File: src/rtl/adc_spi_multi_rx_pkg.sv
// Shared definitions for the multi-channel serial ADC receiver:
// FSM state encodings and default frame geometry.
package adc_spi_multi_rx_pkg;

  typedef enum logic [1:0] {
    ST_IDLE  = 2'd0,
    ST_SHIFT = 2'd1,
    ST_HOLD  = 2'd2,
    ST_QUIET = 2'd3
  } state_e;

  localparam int unsigned DEF_CHANNELS   = 2;
  localparam int unsigned DEF_FRAME_BITS = 16;
  localparam int unsigned DEF_DATA_BITS  = 12;
  localparam int unsigned DEF_CLK_DIV    = 2;
  localparam int unsigned DEF_QUIET_CYC  = 4;

  function automatic int unsigned max2(
    input int unsigned a,
    input int unsigned b
  );
    return (a > b) ? a : b;
  endfunction

endpackage

File: src/rtl/adc_spi_multi_rx_sclk_gen.sv
// sclk divider: toggles sclk every CLK_DIV clk cycles while enabled,
// parks sclk high otherwise; rise/fall flag the cycle ending in an edge.
module adc_sclk_gen #(
  parameter int unsigned CLK_DIV = 2
) (
  input  logic clk,
  input  logic rst,
  input  logic en,
  output logic sclk,
  output logic rise,
  output logic fall
);

  localparam int unsigned DW = (CLK_DIV > 1) ? $clog2(CLK_DIV) : 1;

  logic [DW-1:0] div_q, div_d;
  logic          sclk_q, sclk_d;
  logic          tick;

  always_comb begin
    tick   = en && (div_q == DW'(CLK_DIV - 1));
    div_d  = div_q;
    sclk_d = sclk_q;
    if (!en) begin
      div_d  = '0;
      sclk_d = 1'b1;
    end else if (tick) begin
      div_d  = '0;
      sclk_d = ~sclk_q;
    end else begin
      div_d  = div_q + 1'b1;
    end
  end

  always_ff @(posedge clk or negedge rst) begin
    if (!rst) begin
      div_q  <= '0;
      sclk_q <= 1'b1;
    end else begin
      div_q  <= div_d;
      sclk_q <= sclk_d;
    end
  end

  assign sclk = sclk_q;
  assign rise = tick & ~sclk_q;
  assign fall = tick & sclk_q;

endmodule

File: src/rtl/adc_spi_multi_rx.sv
// Multi-channel serial ADC front end sharing cs/sclk across CHANNELS ADCs.
// Define ADC_RX_AVG_EN to average every 4 frames before raising valid.
module adc_spi_multi_rx
  import adc_spi_multi_rx_pkg::*;
#(
  parameter int unsigned CHANNELS   = DEF_CHANNELS,
  parameter int unsigned FRAME_BITS = DEF_FRAME_BITS,
  parameter int unsigned DATA_BITS  = DEF_DATA_BITS,
  parameter int unsigned CLK_DIV    = DEF_CLK_DIV,
  parameter int unsigned QUIET_CYC  = DEF_QUIET_CYC
) (
  input  logic                          clk,
  input  logic                          rst,
  input  logic                          start,
  input  logic                          mode_cont,
  input  logic [CHANNELS-1:0]           sdata,
  output logic                          cs,
  output logic                          sclk,
  output logic [CHANNELS*DATA_BITS-1:0] data,
  output logic                          valid,
  output logic                          frame_err,
  output logic                          busy
);

  localparam int unsigned BW = $clog2(FRAME_BITS + 1);
  localparam int unsigned CW = $clog2(max2(CLK_DIV, QUIET_CYC) + 1);

  state_e                        state_q, state_d;
  logic                          cs_q, cs_d;
  logic                          busy_q, busy_d;
  logic                          valid_q, valid_d;
  logic                          ferr_q, ferr_d;
  logic [CHANNELS*DATA_BITS-1:0] data_q, data_d;
  logic [FRAME_BITS-1:0]         sr_q [CHANNELS];
  logic [FRAME_BITS-1:0]         sr_d [CHANNELS];
  logic [BW-1:0]                 bit_q, bit_d;
  logic [CW-1:0]                 cnt_q, cnt_d;

  logic [DATA_BITS-1:0] samp [CHANNELS];
  logic                 frame_bad;
  logic                 done;
  logic                 rise;
  logic                 fall;

`ifdef ADC_RX_AVG_EN
  localparam int unsigned AW = DATA_BITS + 2;

  logic [AW-1:0] acc_q [CHANNELS];
  logic [AW-1:0] acc_d [CHANNELS];
  logic [1:0]    fcnt_q, fcnt_d;
  logic          eacc_q, eacc_d;
  logic [AW-1:0] sum;
`endif

  adc_sclk_gen #(
    .CLK_DIV (CLK_DIV)
  ) u_sclk (
    .clk  (clk),
    .rst  (rst),
    .en   (state_q == ST_SHIFT),
    .sclk (sclk),
    .rise (rise),
    .fall (fall)
  );

  // Leading (non-data) bits of every channel must be zero.
  always_comb begin
    frame_bad = 1'b0;
    for (int k = 0; k < CHANNELS; k++) begin
      samp[k]   = sr_q[k][DATA_BITS-1:0];
      frame_bad = frame_bad | (|(sr_q[k] >> DATA_BITS));
    end
  end

  always_comb begin
    state_d = state_q;
    cs_d    = cs_q;
    busy_d  = busy_q;
    valid_d = 1'b0;
    ferr_d  = ferr_q;
    data_d  = data_q;
    sr_d    = sr_q;
    bit_d   = bit_q;
    cnt_d   = cnt_q;
    done    = 1'b0;

    unique case (state_q)
      ST_IDLE: begin
        if (start || mode_cont) begin
          state_d = ST_SHIFT;
          cs_d    = 1'b0;
          busy_d  = 1'b1;
          bit_d   = '0;
        end
      end
      ST_SHIFT: begin
        if (rise) begin
          for (int k = 0; k < CHANNELS; k++) begin
            sr_d[k] = {sr_q[k][FRAME_BITS-2:0], sdata[k]};
          end
          bit_d = bit_q + 1'b1;
          if (bit_q == BW'(FRAME_BITS - 1)) begin
            state_d = ST_HOLD;
            cnt_d   = '0;
          end
        end
      end
      ST_HOLD: begin
        if (cnt_q == CW'(CLK_DIV - 1)) begin
          state_d = ST_QUIET;
          cs_d    = 1'b1;
          cnt_d   = '0;
          done    = 1'b1;
        end else begin
          cnt_d = cnt_q + 1'b1;
        end
      end
      ST_QUIET: begin
        if (cnt_q == CW'(QUIET_CYC - 1)) begin
          state_d = ST_IDLE;
          busy_d  = 1'b0;
        end else begin
          cnt_d = cnt_q + 1'b1;
        end
      end
      default: state_d = ST_IDLE;
    endcase

`ifdef ADC_RX_AVG_EN
    acc_d  = acc_q;
    fcnt_d = fcnt_q;
    eacc_d = eacc_q;
    sum    = '0;
    if (done) begin
      if (fcnt_q == 2'd3) begin
        valid_d = 1'b1;
        ferr_d  = eacc_q | frame_bad;
        fcnt_d  = '0;
        eacc_d  = 1'b0;
        for (int k = 0; k < CHANNELS; k++) begin
          sum = acc_q[k] + AW'(samp[k]);
          data_d[k*DATA_BITS +: DATA_BITS] = DATA_BITS'(sum >> 2);
          acc_d[k] = '0;
        end
      end else begin
        fcnt_d = fcnt_q + 1'b1;
        eacc_d = eacc_q | frame_bad;
        for (int k = 0; k < CHANNELS; k++) begin
          acc_d[k] = acc_q[k] + AW'(samp[k]);
        end
      end
    end
`else
    if (done) begin
      valid_d = 1'b1;
      ferr_d  = frame_bad;
      for (int k = 0; k < CHANNELS; k++) begin
        data_d[k*DATA_BITS +: DATA_BITS] = samp[k];
      end
    end
`endif
  end

  always_ff @(posedge clk or negedge rst) begin
    if (!rst) begin
      state_q <= ST_IDLE;
      cs_q    <= 1'b1;
      busy_q  <= 1'b0;
      valid_q <= 1'b0;
      ferr_q  <= 1'b0;
      data_q  <= '0;
      bit_q   <= '0;
      cnt_q   <= '0;
      for (int k = 0; k < CHANNELS; k++) begin
        sr_q[k] <= '0;
      end
`ifdef ADC_RX_AVG_EN
      fcnt_q <= '0;
      eacc_q <= 1'b0;
      for (int k = 0; k < CHANNELS; k++) begin
        acc_q[k] <= '0;
      end
`endif
    end else begin
      state_q <= state_d;
      cs_q    <= cs_d;
      busy_q  <= busy_d;
      valid_q <= valid_d;
      ferr_q  <= ferr_d;
      data_q  <= data_d;
      bit_q   <= bit_d;
      cnt_q   <= cnt_d;
      sr_q    <= sr_d;
`ifdef ADC_RX_AVG_EN
      fcnt_q <= fcnt_d;
      eacc_q <= eacc_d;
      acc_q  <= acc_d;
`endif
    end
  end

  // sclk may only move while a frame is being shifted.
  a_fall_in_shift: assert property (
    @(posedge clk) disable iff (!rst) fall |-> state_q == ST_SHIFT
  );

  assign cs        = cs_q;
  assign busy      = busy_q;
  assign valid     = valid_q;
  assign frame_err = ferr_q;
  assign data      = data_q;

endmodule

File: config.mk
export PLATFORM = sky130hd
export DESIGN_NAME = adc_spi_multi_rx
export DESIGN_NICKNAME = d
export VERILOG_FILES = /design/src/rtl/adc_spi_multi_rx_pkg.sv /design/src/rtl/adc_spi_multi_rx_sclk_gen.sv /design/src/rtl/adc_spi_multi_rx.sv
export SDC_FILE = /design/constraint.sdc
export NUM_CORES = 1
export LEC_CHECK = 0
export ABC_CLOCK_PERIOD_IN_PS = 2400
export CAP_MARGIN = 20
export CELL_PAD_IN_SITES_DETAIL_PLACEMENT = 0
export CELL_PAD_IN_SITES_GLOBAL_PLACEMENT = 2
export CORE_UTILIZATION = 29
export DETAILED_ROUTE_END_ITERATION = 12
export PLACE_DENSITY_LB_ADDON = 0.12
export SYNTH_ARGS = -nofsm -noshare
export SYNTH_HDL_FRONTEND = slang
export SYNTH_SLANG_ARGS = --single-unit
File: constraint.sdc
create_clock -name clk -period 2.4 [get_ports clk]
set_clock_uncertainty 0.1 [all_clocks]
set_input_delay 0.48 -clock clk [delete_from_list [all_inputs] [get_ports clk]]
set_output_delay 0.48 -clock clk [all_outputs]
set_load 0.1 [all_outputs]
==> results of run 1 <==
-- area by class of cell --
class                   count  area, µm²  area share
multi-input cells         122       1110      0.3064
clock inverters             4      53.80     0.01485
inverters                   7      26.28    0.007254
flip-flops and latches     72       1804      0.4981
clock buffers              11      141.4     0.03903
repair buffers             38      320.3     0.08843
well taps                 133      166.4     0.04594
-- flip-flops by register name, summed over array words and instances (netlist names) --
register	flops
data	24
samp	24
sr_q	8
bit_q	5
cnt_q	3
state_q	2
busy	1
cs	1
frame_err	1
u_sclk.div_q	1
u_sclk.sclk	1
valid	1
-- per-stage QoR --
| stage | std cells | worst slack (ps) |
|---|---|---|
| floorplan | 208 | 369.9 |
| global placement | 372 | 359.2 |
| detailed placement | 372 | 328.3 |
| CTS | 387 | 432.5 |
| global route | 387 | 285.4 |
| finish | 387 | 451.6 |
-- power by group --
group          total (mW)  internal (mW)  switching, mW
Combinational        1.08          0.358          0.722
Clock               0.956          0.507          0.449
Sequential           1.43           1.34         0.0828
Total                3.46           2.21           1.25
-- layout by cell type, fill, tap and decap left out, types with 2 or more instances in the layout --
cell type / n
a21oi_1: 5
a22o_1: 5
buf_12: 2
buf_4: 32
clkbuf_8: 10
clkdlybuf4s50_1: 4
clkinvlp_4: 2
dfrtp_1: 70
dfstp_2: 2
ha_1: 9
inv_1: 7
mux2_2: 62
nand2_1: 10
nand2b_1: 4
nand3_1: 5
nor2_1: 4
nor4_1: 2
o21ai_0: 2
-- routing by layer --
layer  wire length (µm)  vias to the layer above  track usage
li1                   -                      810            -
met1               2550                      856       0.1515
met2               2442                       25       0.1672
met3                160                       10      0.02688
met4                100                        0      0.05200
met5                  0                        -            0
-- worst max-delay path by stage --
| stage | startpoint | endpoint | slack [ps] |
|---|---|---|---|
| global placement | mode_cont | state_q[1] | 360 |
| global route | state_q[1] | state_q[0] | 290 |
| detailed placement | mode_cont | state_q[0] | 330 |
| floorplan | u_sclk.sclk | samp[10] | 370 |
| finish | state_q[0] | state_q[0] | 450 |
| CTS | bit_q[0] | cnt_q[2] | 430 |
-- kinds of logic after synthesis --
family | after synthesis | share of synthesized area
AO/OA/AOI/OAI | 16 | 0.03574
multiplexers | 62 | 0.2347
AND/OR/NAND/NOR | 35 | 0.06477
adder cells (fa/ha/maj) | 9 | 0.03785
buffers and inverters | 14 | 0.02061
flip-flops | 72 | 0.6064
==> qor.txt, run 1 <==
Max Clk Rate - 513.2 MHz
R2R setup slack - 450 ps
Yosys top cell area share - 0.5887
Tcrit/Tclk final - 0.8118
FF-to-FF path depth - 6
Cell family with most CP delay - simple AND/OR/NAND/NOR gates
Worst Setup Start Kind - flop
Minimum clock period - 1948 ps
RSZ-0062 raised after global routing - no
CP Capture Type - flop
Routability Congestion - 0.6764
Sequential area share after synthesis - 0.6064
Layout cells sized above 1 - 0.4567
Antenna Nets Post-Route - 0
Skew-Pair Late Insertion Delay - 340 ps
Top cells by area, synth - dfrtp_1 (59%), mux2_2 (23%), ha_1 (3.8%), dfstp_2 (1.8%), a22o_1 (1.5%)
Most frequent cell after synthesis - dfrtp_1
Worst path bufs/invs - 1
Clk sinks - 72
Vias in the first global route - 1,729
Worst path slowest cell - dfrtp_1
Final setup TNS - 0 ps
Fillers - 983
Setup Crit Path Kind - reg2reg
Resized cells post-CTS - 0
Area of the core - 9864 µm²
Pwr Total - 3.464 mW
Hold Path Class - in2async
Detailed Route WL - 5254 µm
Final setup viols - 0
Final Hold Fails - 0
Slowest stage delay, CP - 410 ps
Global-route usage over all layers - 0.1112
CP Data Required Time - 2520 ps
Worst-Margin Slew - 533.5 ps
DRT iter0 DRCs - 26
Top FF cell, synth - dfrtp_1
Post-DP Area - 3427 µm²
Share of flip-flops with an asynchronous set or reset - 1.000
Worst Path Max Fanout - 6
Status - complete, no violations
Synthesis-to-finish area growth - 21.74%
Antenna violations before repair - 0
Setup bufs post-CTS - 0
Rel. slew slack - 0.6443
Worst path cell trace - inv_1 > ha_1 > nor3b_1 > a21oi_1 > nand3_1 > mux2_2
H-tree depth - 3
Die area - 10,670 µm²
Cell taking the most area after synthesis - dfrtp_1
Top cells by count, synth - dfrtp_1 (70), mux2_2 (62), nand2_1 (10)
Via-per-instance ratio - 4.395
Crit path DAT - 2070 ps
Syn Area/Cell - 14.30 µm²
EDFF count, synth - 0
Fin util - 0.3672
Global-route wire length before repair - 8852 µm
Mapped Area - 2975 µm²
Flops & latches, synth - 72
Routed len/inst - 13.58 µm
Via count - 1,701
Finished Cell Area - 3622 µm²
Fin nets - 265
Pins Over Slew Limit - 0
CTS tree - yes
PortBufs - 34
Worst R2R End - state_q[0]
Clock root buffer - clkbuf_8
DRC viols - 0
Max VDD drop - 429.8 µV
# IOs - 35
Largest net degree at the start of global routing - 39
Synthesis Warnings - 0
Max-cap viol count - 0
Hpwl dp - 3541 µm
Die H - 103.3 µm
RR Startpoint - state_q[0]
Total iterations of the first detailed-routing run - 3
Leakage power - 1.839 nW
Grt ovf - 0
FP Rows - 36
Hold Worst Slack - 20.05 ps
Mapped Cells - 208
Crit path depth - 6
Pwr Density - 956.3 nW/µm²
Die X - 103.3 µm
Clock transition at path regs - 70 ps
Syn nets - 223
Starting density of the core - 0.3016
Num CTS Buffers - 9
# diodes - 0
Synth cell types - 28
CTS Buffer Depth - 2
Hold-fix buffers at CTS - 0
Note: power is estimated with default switching activity, not from simulation.
==> inputs of run 2 (changes only) <==
--- a/config.mk
+++ b/config.mk
@@ -5,7 +5,7 @@
 export SDC_FILE = /design/constraint.sdc
 export NUM_CORES = 1
 export LEC_CHECK = 0
-export ABC_CLOCK_PERIOD_IN_PS = 2400
+export ABC_CLOCK_PERIOD_IN_PS = 2000
 export CAP_MARGIN = 20
 export CELL_PAD_IN_SITES_DETAIL_PLACEMENT = 0
 export CELL_PAD_IN_SITES_GLOBAL_PLACEMENT = 2
==> constraint.sdc (replaced) <==
create_clock -name clk -period 2 [get_ports clk]
set_clock_uncertainty 0.1 [all_clocks]
set_input_delay 0.4 -clock clk [delete_from_list [all_inputs] [get_ports clk]]
set_output_delay 0.4 -clock clk [all_outputs]
set_load 0.1 [all_outputs]
==> run 2 against run 1 <==
Count of clock-buffer cells in the layout decreased by 1. Fmax rose by 5.3%. Sequential share of layout area is 3.6 points lower. Non-clock buffer count grew 5. Critical path depth increased by 1. Worst hold slack improved by 360 ps. Final area grew 8.1%. Worst setup slack lost 300 ps. Sequential power grew 21%. Power up 20%. Register-to-register slack got worse by 300 ps. Largest cell class unchanged. Highest routed layer unchanged.
==> qor.txt, run 2 (same netlist as run 1, synthesis figures left out) <==
Most frequent cells in the layout - dfrtp_1 (70), mux2_2 (62), buf_12 (23) (was dfrtp_1 (70), mux2_2 (62), buf_4 (32))
Routability Congestion - 0.7290 (was 0.6764)
DRT iter0 DRCs - 44 (was 26)
Layout cells sized above 1 - 0.4731 (was 0.4567)
Clk sinks - 72 (unchanged)
Num CTS Buffers - 9 (unchanged)
RSZ-0062 raised after global routing - no (unchanged)
Antenna Nets Post-Route - 0 (unchanged)
Die area - 10,670 µm² (unchanged)
Rel. slew slack - 0.7342 (was 0.6443)
Via count - 1,725 (was 1,701)
Crit path depth - 7 (was 6)
Worst Setup Start Kind - flop (unchanged)
Post-place setup slack - -26.91 ps (was 328.3 ps)
FF-to-FF path depth - 7 (was 6)
Setup Crit Path Kind - reg2reg (unchanged)
Largest net degree at the start of global routing - 46 (was 39)
Pins Over Slew Limit - 0 (unchanged)
Worst Path Max Fanout - 3 (was 6)
Final Hold Fails - 0 (unchanged)
Tcrit/Tclk final - 0.9247 (was 0.8118)
Minimum clock period - 1849 ps (was 1948 ps)
FP Rows - 36 (unchanged)
Worst path bufs/invs - 1 (unchanged)
Fin util - 0.3970 (was 0.3672)
Max-cap viol count - 0 (unchanged)
Top cell by count, worst path - ha_1
Crit path DAT - 1970 ps (was 2070 ps)
CTS Buffer Depth - 2 (unchanged)
Grt ovf - 0 (unchanged)
Cell family with most CP delay - flip-flops (was simple AND/OR/NAND/NOR gates)
Most common cell after layout, fill and taps aside - dfrtp_1 (unchanged)
Pwr Density - 1062 nW/µm² (was 956.3 nW/µm²)
Internal power - 2.614 mW (was 2.210 mW)
Total iterations of the first detailed-routing run - 4 (was 3)
Vias in the first global route - 1,770 (was 1,729)
Area of the core - 9864 µm² (unchanged)
Starting density of the core - 0.3016 (unchanged)
Via-per-instance ratio - 4.389 (was 4.395)
Leakage power - 1.922 nW (was 1.839 nW)
H-tree depth - 3 (unchanged)
Net Sw Frac - 0.3716 (was 0.3621)
Hold path cells - 1
CP Capture Type - flop (unchanged)
Final setup viols - 0 (unchanged)
Hold Worst Slack - 385.0 ps (was 20.05 ps)
Clock Power Share - 0.244 (was 0.276)
Die H - 103.3 µm (unchanged)
Fin nets - 270 (was 265)
Switching power - 1.546 mW (was 1.254 mW)
Final setup TNS - 0 ps (unchanged)
Worst path cell trace - ha_1 > and3_1 > ha_1 > inv_1 > o21ai_2 > and2_1 > mux2_2 (was inv_1 > ha_1 > nor3b_1 > a21oi_1 > nand3_1 > mux2_2)
Max VDD drop - 509.9 µV (was 429.8 µV)
# IOs - 35 (unchanged)
Routed len/inst - 12.74 µm (was 13.58 µm)
PortBufs - 34 (unchanged)
DRC viols - 0 (unchanged)
Hpwl dp - 3368 µm (was 3541 µm)
Slowest stage delay, CP - 380 ps (was 410 ps)
Global-route usage over all layers - 0.1112 (about the same)
Status - complete, no violations (unchanged)
Worst-Margin Slew - 398.7 ps (was 533.5 ps)
Gate power share - 0.339 (was 0.312)
# diodes - 0 (unchanged)
Antenna violations before repair - 0 (unchanged)
Clock root buffer - clkbuf_8 (unchanged)
Max Clk Rate - 540.7 MHz (was 513.2 MHz)
Global-route wire length before repair - 8797 µm (was 8852 µm)
Clock transition at path regs - 80 ps (was 70 ps)
Die X - 103.3 µm (unchanged)
CTS tree - yes (unchanged)
CP Data Required Time - 2120 ps (was 2520 ps)
Setup ws final - 150.5 ps (was 451.6 ps)
Detailed Route WL - 5006 µm (was 5254 µm)
Worst path slowest cell - dfrtp_1 (unchanged)
Pwr Total - 4.160 mW (was 3.464 mW)
Reg power frac - 0.417 (was 0.412)
Hold Path Class - reg2reg (was in2async)
Skew-Pair Late Insertion Delay - 330 ps (was 340 ps)
Synthesis-to-finish area growth - 31.62% (was 21.74%)
run 2: worst register-to-register path: stages, from the launching register on:
cell and delay, ps:
dfrtp_1 380, ha_1 180, and3_1 160, ha_1 140
inv_1 50, o21ai_2 170, and2_1 220, mux2_2 350
run 2: what timing repair did:
action                                 in CTS  in global routing
setup buffers                               0                  0
resized for setup                           0                  2
setup endpoints to repair                   0                  5
endpoints found under the hold margin      26                  0
hold buffers                                1                  0
run 2: layout make-up:
cell class	instances	area (µm²)
multi-input cells	122	1119
clock inverters	6	46.29
repair buffers	43	623.1
flip-flops and latches	72	1808
inverters	7	26.28
well taps	133	166.4
clock buffers	10	127.6
fillers	919	5948
run 2: through the flow:
stage | std cells | cell area (µm²)
after floorplan | 208 | 2979
after global placement | 376 | 3724
after detailed placement | 376 | 3724
after CTS | 393 | 3908
after global routing | 393 | 3916
final | 393 | 3916
run 2: final timing paths:
path / startpoint / endpoint / slack [ps]
max: bit_q[0] / cnt_q[1] / 150
min in group asynchronous: rst / bit_q[0] / 430
min: u_sclk.div_q / u_sclk.div_q / 390
max in group asynchronous: rst / u_sclk.sclk / 760
min reg2reg: u_sclk.div_q / u_sclk.div_q / 390
max reg2reg: bit_q[0] / cnt_q[1] / 150
run 2: routing by layer:
layer | GRT usage | routed length (µm)
met5 | 0 | 0
met4 | 0.05850 | 84
met3 | 0.02957 | 156
met2 | 0.1667 | 2333
met1 | 0.1476 | 2431
run 2: power groups by stage:
stage / Sequential (mW) / Clock [mW] / Combinational, mW
global placement: 1.76 / 0 / 1.44
finish: 1.73 / 1.01 / 1.41
global route: 1.76 / 1.14 / 1.53
CTS: 1.74 / 1.07 / 1.43
detailed placement: 1.77 / 0 / 1.43
floorplan: 2.18 / 0 / 0.570
